<file path="src/rtl/mc_pkg.sv">
// Shared encodings for the parametrised multicycle core:
// FSM states, instruction opcodes and ALU operation codes.
package mc_pkg;

   localparam logic [2:0] S_FETCH  = 3'd0;
   localparam logic [2:0] S_DECODE = 3'd1;
   localparam logic [2:0] S_EXEC   = 3'd2;
   localparam logic [2:0] S_MEM    = 3'd3;
   localparam logic [2:0] S_WB     = 3'd4;
   localparam logic [2:0] S_HALT   = 3'd5;

   localparam logic [3:0] OP_LOAD  = 4'b0000;
   localparam logic [3:0] OP_STOP  = 4'b0001;
   localparam logic [3:0] OP_STORE = 4'b0010;
   localparam logic [3:0] OP_ADD   = 4'b0100;
   localparam logic [3:0] OP_BZ    = 4'b0101;
   localparam logic [3:0] OP_SUB   = 4'b0110;
   localparam logic [3:0] OP_NAND  = 4'b1000;
   localparam logic [3:0] OP_BNZ   = 4'b1001;
   localparam logic [3:0] OP_NOP   = 4'b1010;
   localparam logic [3:0] OP_BPZ   = 4'b1101;

   localparam logic [2:0] ALU_ADD  = 3'd0;
   localparam logic [2:0] ALU_SUB  = 3'd1;
   localparam logic [2:0] ALU_NAND = 3'd2;
   localparam logic [2:0] ALU_OR   = 3'd3;
   localparam logic [2:0] ALU_SHL  = 3'd4;
   localparam logic [2:0] ALU_SHR  = 3'd5;

endpackage

</file>
<file path="src/rtl/mc_alu_p.sv">
// Combinational ALU: add/sub/nand/or and zero-fill shifts,
// with negative and zero indications of the result.
module mc_alu_p
   import mc_pkg::*;
#(
   parameter int DATA_W = 8
) (
   input  logic [2:0]        i_op,
   input  logic [DATA_W-1:0] i_a,
   input  logic [DATA_W-1:0] i_b,
   input  logic [2:0]        i_sh,
   output logic [DATA_W-1:0] o_y,
   output logic              o_n,
   output logic              o_z
);

   always_comb begin
      o_y = '0;
      case (i_op)
         ALU_ADD:  o_y = i_a + i_b;
         ALU_SUB:  o_y = i_a - i_b;
         ALU_NAND: o_y = ~(i_a & i_b);
         ALU_OR:   o_y = i_a | i_b;
         ALU_SHL:  o_y = i_a << i_sh;
         ALU_SHR:  o_y = i_a >> i_sh;
         default:  o_y = '0;
      endcase
   end

   assign o_n = o_y[DATA_W-1];
   assign o_z = ~|o_y;

endmodule

</file>
<file path="src/rtl/multicycle_core_p.sv">
// Parametrised multicycle core running the 8-bit ISA over a
// wait-state tolerant memory handshake, with a saturating cycle counter.
module multicycle_core_p
   import mc_pkg::*;
#(
   parameter int DATA_W = 8,
   parameter int ADDR_W = 8,
   parameter int PERF_W = 16
) (
   input  logic              clock,
   input  logic              reset,
   output logic              mem_req,
   output logic              mem_we,
   output logic [ADDR_W-1:0] mem_addr,
   output logic [DATA_W-1:0] mem_wdata,
   input  logic [DATA_W-1:0] mem_rdata,
   input  logic              mem_ready,
   input  logic [1:0]        dbg_sel,
   output logic [DATA_W-1:0] dbg_reg,
   output logic [ADDR_W-1:0] pc,
   output logic [7:0]        ir,
   output logic              flag_n,
   output logic              flag_z,
   output logic              halted,
   output logic [PERF_W-1:0] perf_count
);

   logic [2:0]        r_state;
   logic [ADDR_W-1:0] r_pc;
   logic [7:0]        r_ir;
   logic [DATA_W-1:0] r_regs [4];
   logic              r_n, r_z;
   logic              r_rn, r_rz;
   logic [DATA_W-1:0] r_a, r_b, r_res;
   logic [PERF_W-1:0] r_perf;

   logic [3:0]        w_op;
   logic [1:0]        w_ra, w_rb, w_dst;
   logic              w_ori, w_shift, w_arith, w_alu;
   logic              w_load, w_store, w_stop, w_take;
   logic [2:0]        w_aluop;
   logic [ADDR_W-1:0] w_off;
   logic [DATA_W-1:0] w_bsel, w_y;
   logic              w_yn, w_yz;

   assign w_op    = r_ir[3:0];
   assign w_ra    = r_ir[7:6];
   assign w_rb    = r_ir[5:4];
   assign w_ori   = (r_ir[2:0] == 3'b111);
   assign w_shift = !w_ori && (r_ir[1:0] == 2'b11);
   assign w_arith = (w_op == OP_ADD) || (w_op == OP_SUB)
                 || (w_op == OP_NAND);
   assign w_alu   = w_ori || w_shift || w_arith;
   assign w_load  = (w_op == OP_LOAD);
   assign w_store = (w_op == OP_STORE);
   assign w_stop  = (w_op == OP_STOP);
   assign w_dst   = w_ori ? 2'd1 : w_ra;

   assign w_take = ((w_op == OP_BZ)  &&  r_z)
                || ((w_op == OP_BNZ) && !r_z)
                || ((w_op == OP_BPZ) && !r_n);

   // pc already points past the branch here, so only imm4 is added
   assign w_off  = ADDR_W'({{28{r_ir[7]}}, r_ir[7:4]});
   assign w_bsel = w_ori ? DATA_W'(r_ir[7:3]) : r_b;

   always_comb begin
      w_aluop = ALU_ADD;
      unique case (1'b1)
         w_ori:              w_aluop = ALU_OR;
         w_shift:            w_aluop = r_ir[3] ? ALU_SHL : ALU_SHR;
         (w_op == OP_SUB):   w_aluop = ALU_SUB;
         (w_op == OP_NAND):  w_aluop = ALU_NAND;
         default:            w_aluop = ALU_ADD;
      endcase
   end

   mc_alu_p #(.DATA_W(DATA_W)) u_alu (
      .i_op (w_aluop),
      .i_a  (r_a),
      .i_b  (w_bsel),
      .i_sh (r_ir[5:3]),
      .o_y  (w_y),
      .o_n  (w_yn),
      .o_z  (w_yz)
   );

   always_ff @(posedge clock) begin
      if (reset) begin
         r_state <= S_FETCH;
         r_pc    <= '0;
         r_ir    <= '0;
         r_n     <= 1'b0;
         r_z     <= 1'b0;
         r_rn    <= 1'b0;
         r_rz    <= 1'b0;
         r_a     <= '0;
         r_b     <= '0;
         r_res   <= '0;
         r_perf  <= '0;
         for (int i = 0; i < 4; i++) r_regs[i] <= '0;
      end else begin
         if (r_state != S_HALT && r_perf != '1)
            r_perf <= r_perf + PERF_W'(1);
         unique case (r_state)
            S_FETCH: if (mem_ready) begin
               r_ir    <= mem_rdata[7:0];
               r_pc    <= r_pc + ADDR_W'(1);
               r_state <= S_DECODE;
            end
            S_DECODE: begin
               r_a <= r_regs[w_dst];
               r_b <= r_regs[w_rb];
               if (w_stop)
                  r_state <= S_HALT;
               else if (w_load || w_store)
                  r_state <= S_MEM;
               else begin
                  r_state <= S_EXEC;
                  if (w_take) r_pc <= r_pc + w_off;
               end
            end
            S_EXEC: begin
               r_res   <= w_y;
               r_rn    <= w_yn;
               r_rz    <= w_yz;
               r_state <= w_alu ? S_WB : S_FETCH;
            end
            S_MEM: if (mem_ready) begin
               if (w_load) begin
                  r_res   <= mem_rdata;
                  r_state <= S_WB;
               end else
                  r_state <= S_FETCH;
            end
            S_WB: begin
               r_regs[w_dst] <= r_res;
               if (w_alu) begin
                  r_n <= r_rn;
                  r_z <= r_rz;
               end
               r_state <= S_FETCH;
            end
            default: ;
         endcase
      end
   end

   // reset kills any in-flight request the same cycle it is seen
   assign mem_req   = !reset
                   && (r_state == S_FETCH || r_state == S_MEM);
   assign mem_we    = !reset && (r_state == S_MEM) && w_store;
   assign mem_addr  = (r_state == S_MEM) ? r_b[ADDR_W-1:0] : r_pc;
   assign mem_wdata = r_a;

   assign dbg_reg    = r_regs[dbg_sel];
   assign pc         = r_pc;
   assign ir         = r_ir;
   assign flag_n     = r_n;
   assign flag_z     = r_z;
   assign halted     = (r_state == S_HALT);
   assign perf_count = r_perf;

endmodule

</file>
<file path="config.mk">
export PLATFORM = sky130hd
export DESIGN_NAME = multicycle_core_p
export DESIGN_NICKNAME = d
export VERILOG_FILES = /design/src/rtl/mc_pkg.sv /design/src/rtl/mc_alu_p.sv /design/src/rtl/multicycle_core_p.sv
export SDC_FILE = /design/constraint.sdc
export NUM_CORES = 1
export LEC_CHECK = 0
export CAP_MARGIN = 20
export CORE_ASPECT_RATIO = 1.2
export CORE_MARGIN = 2
export CORE_UTILIZATION = 57
export CTS_CLUSTER_SIZE = 12
export DETAILED_ROUTE_END_ITERATION = 6
export PLACE_DENSITY = 0.84
export SETUP_SLACK_MARGIN = 0.02
export SLEW_MARGIN = 20
export SYNTH_ARGS = -nofsm -noshare
export SYNTH_HDL_FRONTEND = slang
export SYNTH_SLANG_ARGS = --single-unit
</file>
<file path="constraint.sdc">
create_clock -name clock -period 4.5 [get_ports clock]
set_input_delay 0.9 -clock clock [delete_from_list [all_inputs] [get_ports clock]]
set_output_delay 0.9 -clock clock [all_outputs]
set_load 0.05 [all_outputs]
</file>
# After elaboration in Yosys (flattened, before gate mapping)
# Memory sizes are Yosys's and may differ from the RTL's. A register that Yosys moved wholly into a read port is not among the register bits.
# Cells that the tools add are included.
classes:
  add_sub_neg: 5
  eq_ne: 28
  shifts: 2
  mux: 29
  bitwise_logic: 3
  reduce_logical: 34
op_table:
  columns: ["cell", "n"]
  rows:
  - ["$mux W8", 9]
  - ["$pmux W8 S6", 1]
  - ["$pmux W8 S2", 2]
  - ["$add A16 B1 Y16 const B", 1]
  - ["$add A8 B8 Y8", 2]
  - ["$ne A16 B16 Y1 const B", 1]
  - ["$reduce_or A8 Y1", 2]
  - ["$eq A3 B3 Y1 const B", 5]
  - ["$mux W3", 5]
  - ["$pmux W3 S5", 1]
  - ["$eq A3 B2 Y1 const B", 4]
  - ["$eq A4 B3 Y1 const B", 3]
  - ["$eq A4 B4 Y1 const B", 3]
  - ["$ne A2 B2 Y1 const B", 6]
  - ["$pmux W3 S4", 1]
  - ["$add A8 B1 Y8 const B", 1]
  - ["$and A8 B8 Y8", 1]
  - ["$logic_and A1 B1 Y1", 8]
  - ["$logic_or A1 B1 Y1", 8]
  - ["$mux W1", 8]
  - ["$not A8 Y8", 1]
  - ["$or A8 B8 Y8", 1]
  - ["$shl A8 B3 Y8", 1]
  - ["$shr A8 B3 Y8", 1]
  - ["other kinds (15)", 25]
totals:
  ff_bits: 47
  ramBits: 32
  in_bits: 13
  output_inout_bits: 61
  wordCells: 111
  mem_count: 1
memory_table:
  columns: ["name", "words", "width", "rd", "rd_clocked_by_memory_dff", "wr", "line_no", "rtl"]
  rows:
  - ["r_regs", 4, 8, 3, 2, 4, "multicycle_core_p.sv:31", "logic [DATA_W-1:0] r_regs [4];"]

# Logic depth before layout (Yosys ltp)
logic_depth:
  ltp_word: 8
  depth_mapped: 17
  mapped_depth_nobuf: 14

# Modules after synthesis
# A second synthesis with hierarchy kept.
unflattened:
  hier_cells: 678
  hier_area_um2: 6281.0
modules_own_cells:
  columns: ["mod", "instances", "cells_per_inst", "area_each_um2", "seq_area_each_um2"]
  rows:
  - ["multicycle_core_p", 1, 496, 5007.3, 2222.1]
  - ["mc_alu_p", 1, 182, 1273.7, 0.0]

# Worst setup path after synthesis
# Ideal clock, no wire load.
synth_path:
  kind: "reg2reg"
  startpoint: "register r_ir[0] (netlist: ir[0])"
  endpoint: "register r_rz"
  setup_time_ns: 0.059
  arrival_ns: 3.709
  required_time_ns: 4.441
  slack_ns: 0.732
  path_stages_with_launch: 18
  n_path_buf: 3
  period_less_slack_ns: 3.768
  cell_sequence: "dfxtp_1 -> buf_6 -> nand3_4 -> buf_4 -> clkbuf_1 -> mux2i_1 -> ha_1 -> nand3_1 -> mux2i_1 -> nor2_1 -> o22ai_1 -> ha_1 -> or3_1 -> o21ai_0 -> a31oi_1 -> xnor2_1 -> a2111oi_2 -> a31o_1"
synth_between:
  elab_chain_len: 8
  elab_cells_between_ends: 22
  cone_classes: "2 x add/sub; 9 x eq/ne; 3 x mux; 3 x bitwise; 5 x reduce/logical"
synth_lines:
  columns: ["item", "line_no", "rtl"]
  rows:
  - ["start: declaration", "multicycle_core_p.sv:30", "logic [7:0] r_ir;"]
  - ["start signal: assignment", "multicycle_core_p.sv:107", "r_ir <= mem_rdata[7:0];"]
  - ["branches (longest 5 deep; another with $sub A8 B8 Y8)", null, null]
  - ["$pmux W8 S6 *", "mc_alu_p.sv:19", "case (i_op)"]
  - ["$reduce_or A8 Y1 *", "mc_alu_p.sv:31", "assign o_z = ~|o_y;"]
  - ["$logic_not A1 Y1 *", "mc_alu_p.sv:31", null]
  - ["end signal: assignment", "multicycle_core_p.sv:126", "r_rz <= w_yz;"]
  - ["end: declaration", "multicycle_core_p.sv:33", "logic r_rn, r_rz;"]
# Every way passes the cells marked *.
# A chain may end at the register's enable or synchronous reset.

# Worst setup path in the final report
layout_path:
  startpoint: "input port dbg_sel[1]"
  endpoint: "output port dbg_reg[7]"
layout_between:
  elab_chain_len: 1
layout_lines:
  columns: ["item", "line_no", "rtl"]
  rows:
  - ["start: declaration", "multicycle_core_p.sv:18", "input logic [1:0] dbg_sel,"]
  - ["$mem_v2 Z4 W8", null, null]
  - ["end: declaration", "multicycle_core_p.sv:19", "output logic [DATA_W-1:0] dbg_reg,"]
# No other way between the ends.

==> metrics.md <==
| Metric | Value |
|---|---|
| Finished Layout Cells | 906 |
| Global-route wire length before repair | 27.34 mm |
| Top_reg_cell synth | dfxtp_1 |
| Crit path max-delay cell type | clkdlybuf4s50_1 |
| Yosys Warn Count | 0 |
| Final Cycle Share | between 80 and 90% |
| Met3 Use GR | approximately 4.1% |
| Gr usage total | between 20 and 30% |
| CTS max path bufs | 2 |
| Busiest layer in global routing | met2 |
| CTS tree | built |
| Vias in the first global route | 5344 |
| Post-synthesis cell area | 0.006198 sq mm |
| Pin count of the biggest net entering global routing | 46 |
| Grt ovf | 0 |
| Routed vias | 5689 |
| Total Power | 2.411 mW |
| Layout area overhead | 16.86% |
| DR iter-0 viols | 568 |
| Most frequent cells in the layout | nand2_1 (92), nor2_1 (80), a21oi_1 (72), clkdlybuf4s50_1 (72), dfxtp_1 (63) |
| Worst Setup Path Type | input pin to output pin |
| Crit end category | output pin |
| Site Rows | 41 |
| Post-Place Setup Slack | approximately 560 ps |
| GPL Wtd Cong | 1.051 |
| CP startpoint kind | input pin |
| Io pins | 74 |
| Met2 usage | 49.28% |
| Post-CTS setup buffer count | 0 |
| Core area | 0.01057 sq mm |
| Final ANT Viol Nets | 0 |
| PD cells | 332.9 mW/mm^2 |
| DR WL/cell | 18.92 um |
| H-tree depth | 3 |
| Grt met1 use | between 30% and 40% |
| Seq/Total Area, Yosys | 35.85% |
| Final wirelength | ~17 mm |
| Syn_area_per_cell | about 8.6 sq um |
| CTS resizes | 0 |
| Largest stage delay, worst path | 810 ps |
| #FFs+latches synth | 95 |
| Worst slew pin tran | just over 900 ps |
| Max IR drop VDD | 0.2300 mV |
| Syn Inst Count | between 700 and 800 |
| Critical Path AT | 3030 ps |
| CTS root buf | clkbuf_16 |
| Placed instance count | 890 |
| Hpwl dp | 12.73 mm |
| Chip width | roughly 100 um |
| Drt drc | 0 |
| PortBufs | 73 |
| Final-layout fill cell count | around 800 |
| Most common cell after layout, fill and taps aside | nand2_1 |
| Most used cell, CP | clkdlybuf4s50_1 |
| Worst-path maximum fanout | 8 |
| Fraction of layout cells with a size suffix above 1 | between 8 and 9% |
| Final Critical Period | between 3000 and 4000 ps |
| Status | finished, final reports clean |
| Pins Over Slew Limit | 0 |
| Cell variety after synth | 70 |
| Util after Layout | 68.54% |
| Syn nets | approximately 760 |
| Final hold vios | 0 |
| Fin worst setup slack | 568.8 ps |
| Vias per cell | 6.279 |
| Clk_skew | 14.29 ps |
| Initial Utilization | 58.65% |
| Fin nets | 805 |
| Initial antenna violation count | 0 |
| Hold buffer count at CTS | 0 |
| CP Cell Sequence | clkdlybuf4s50_1, mux4_2, clkdlybuf4s50_1 |
| Final Setup Violations | 0 |
| Antenna diode count | 0 |
| Sink Count | 95 |
| Max Fclk | 0.2544 GHz |
| WP data required | 3600 ps |
| Worst-Skew Late Latency | 350 ps |
| Number of synthesized flops with an enable pin | 32 |
| Die area | 0.01173 sq mm |
| Leak | 2.762 nW |
| Unrepaired setup endpoints after global routing | no |
| CTS buffer count | 9 |
| Tightest Hold Check Type | flop to flop |
| Slew margin rel. | ~39% |
| Clock Pin Slew Worst Setup and Hold Paths | 70 ps |
| Top delay family on crit path | buffers and inverters |
| Max cap viols | 0 |
| Worst path bufs/invs | 2 |
| Hold slack | 523.4 ps |
| Total iterations of the first detailed-routing run | 5 |
| Die height | about 120 um |
| Ys async rst share | 0% |
| Final setup TNS | 0 ps |
| Post-placement cell area | around 0.007 sq mm |
| Final instance area | about 0.0072 sq mm |
[metal layers]
metal,vias up,wire (um)
met5,-,0
met4,0,782
met3,75,1254
met2,285,8526
met1,2648,6581
li1,2681,-
[Yosys cell counts (all sizes together), types with 2 or more instances]
| cell | instances | share of area [%] |
|---|---|---|
| a2111oi | 2 | 0.38 |
| a211oi | 10 | 1.3 |
| a21boi | 3 | 0.36 |
| a21o | 4 | 0.48 |
| a21oi | 73 | 6.0 |
| a31oi | 6 | 0.71 |
| and2 | 29 | 2.9 |
| and3 | 15 | 1.5 |
| and4 | 3 | 0.42 |
| buf | 20 | 2.1 |
| clkbuf | 29 | 1.8 |
| dfxtp | 63 | 20 |
| edfxtp | 32 | 16 |
| fa | 2 | 0.65 |
| ha | 18 | 3.6 |
| inv | 22 | 1.3 |
| mux2 | 9 | 1.6 |
| mux2i | 20 | 3.2 |
| mux4 | 17 | 6.2 |
| nand2 | 92 | 5.6 |
| nand2b | 7 | 0.71 |
| nand3 | 8 | 0.85 |
| nand3b | 2 | 0.24 |
| nand4 | 6 | 0.61 |
| nor2 | 81 | 4.9 |
| nor2b | 9 | 0.91 |
| nor3 | 37 | 3.0 |
| nor4 | 4 | 0.40 |
| o21ai | 16 | 1.3 |
| o22ai | 16 | 1.6 |
| o31ai | 4 | 0.48 |
| or2 | 6 | 0.61 |
| or3 | 6 | 0.61 |
| xnor2 | 16 | 2.3 |
| xor2 | 13 | 1.8 |
[flip-flops by register name, summed over array words and instances, names as in the netlist]
name        cells
mem_wdata       8
r_rn            1
r_state         3
r_regs         32
r_res           8
pc              8
ir              8
flag_z          1
perf_count     16
r_b             8
r_rz            1
flag_n          1
[layout make-up]
| type | count | area [sq um] | share of cell area, % |
|---|---|---|---|
| Tap cell | 129 | 161.4 | 2.228 |
| Timing Repair Buffer | 86 | 823.3 | 11.37 |
| Clock inverter | 6 | 68.82 | 0.9501 |
| Sequential cell | 95 | 2222 | 30.68 |
| Clock buffer | 10 | 229.0 | 3.161 |
| Inverter | 22 | 82.58 | 1.140 |
| Multi-Input combinational cell | 558 | 3656 | 50.48 |
[report_power, final]
part	internal (mW)	total, mW	leakage [nW]	switching [mW]
Combinational	0.260	0.652	1.77	0.392
Sequential	0.925	1.00	0.842	0.0749
Clock	0.434	0.760	0.145	0.326
Total	1.62	2.41	2.76	0.793
[worst register-to-register path, cell delays in order (launching register included)]
cell	delay (ps)
dfxtp_1	740
nand3_4	340
mux2i_1	370
ha_1	290
nor2_1	80
xor2_1	160
ha_1	230
or2_2	300
o22ai_1	140
xnor2_1	80
a211oi_1	400
and4_1	240
nor4bb_1	310
a31o_1	190
[cells by family (layout without fill, tap and decap cells)]
group / Yosys count / in the layout / synth area share, %
XOR/XNOR: 29 / 29 / 4.098
AND/OR/NAND/NOR: 313 / 313 / 24.69
buffers and inverters: 71 / 124 / 5.167
flip-flops: 95 / 95 / 35.85
AO/OA/AOI/OAI: 150 / 150 / 14.88
multiplexers: 46 / 46 / 11.04
adder cells (fa/ha/maj): 20 / 20 / 4.279
[final timing paths]
kind	start	endpoint	slack (ps)	cells past startpoint
max	dbg_sel[1]	dbg_reg[7]	570	3
min	pc[6]	pc[6]	520	2
max reg2reg	ir[0]	r_rz	580	13
min reg2reg	pc[6]	pc[6]	520	2
(Power assumes the default switching activity.)
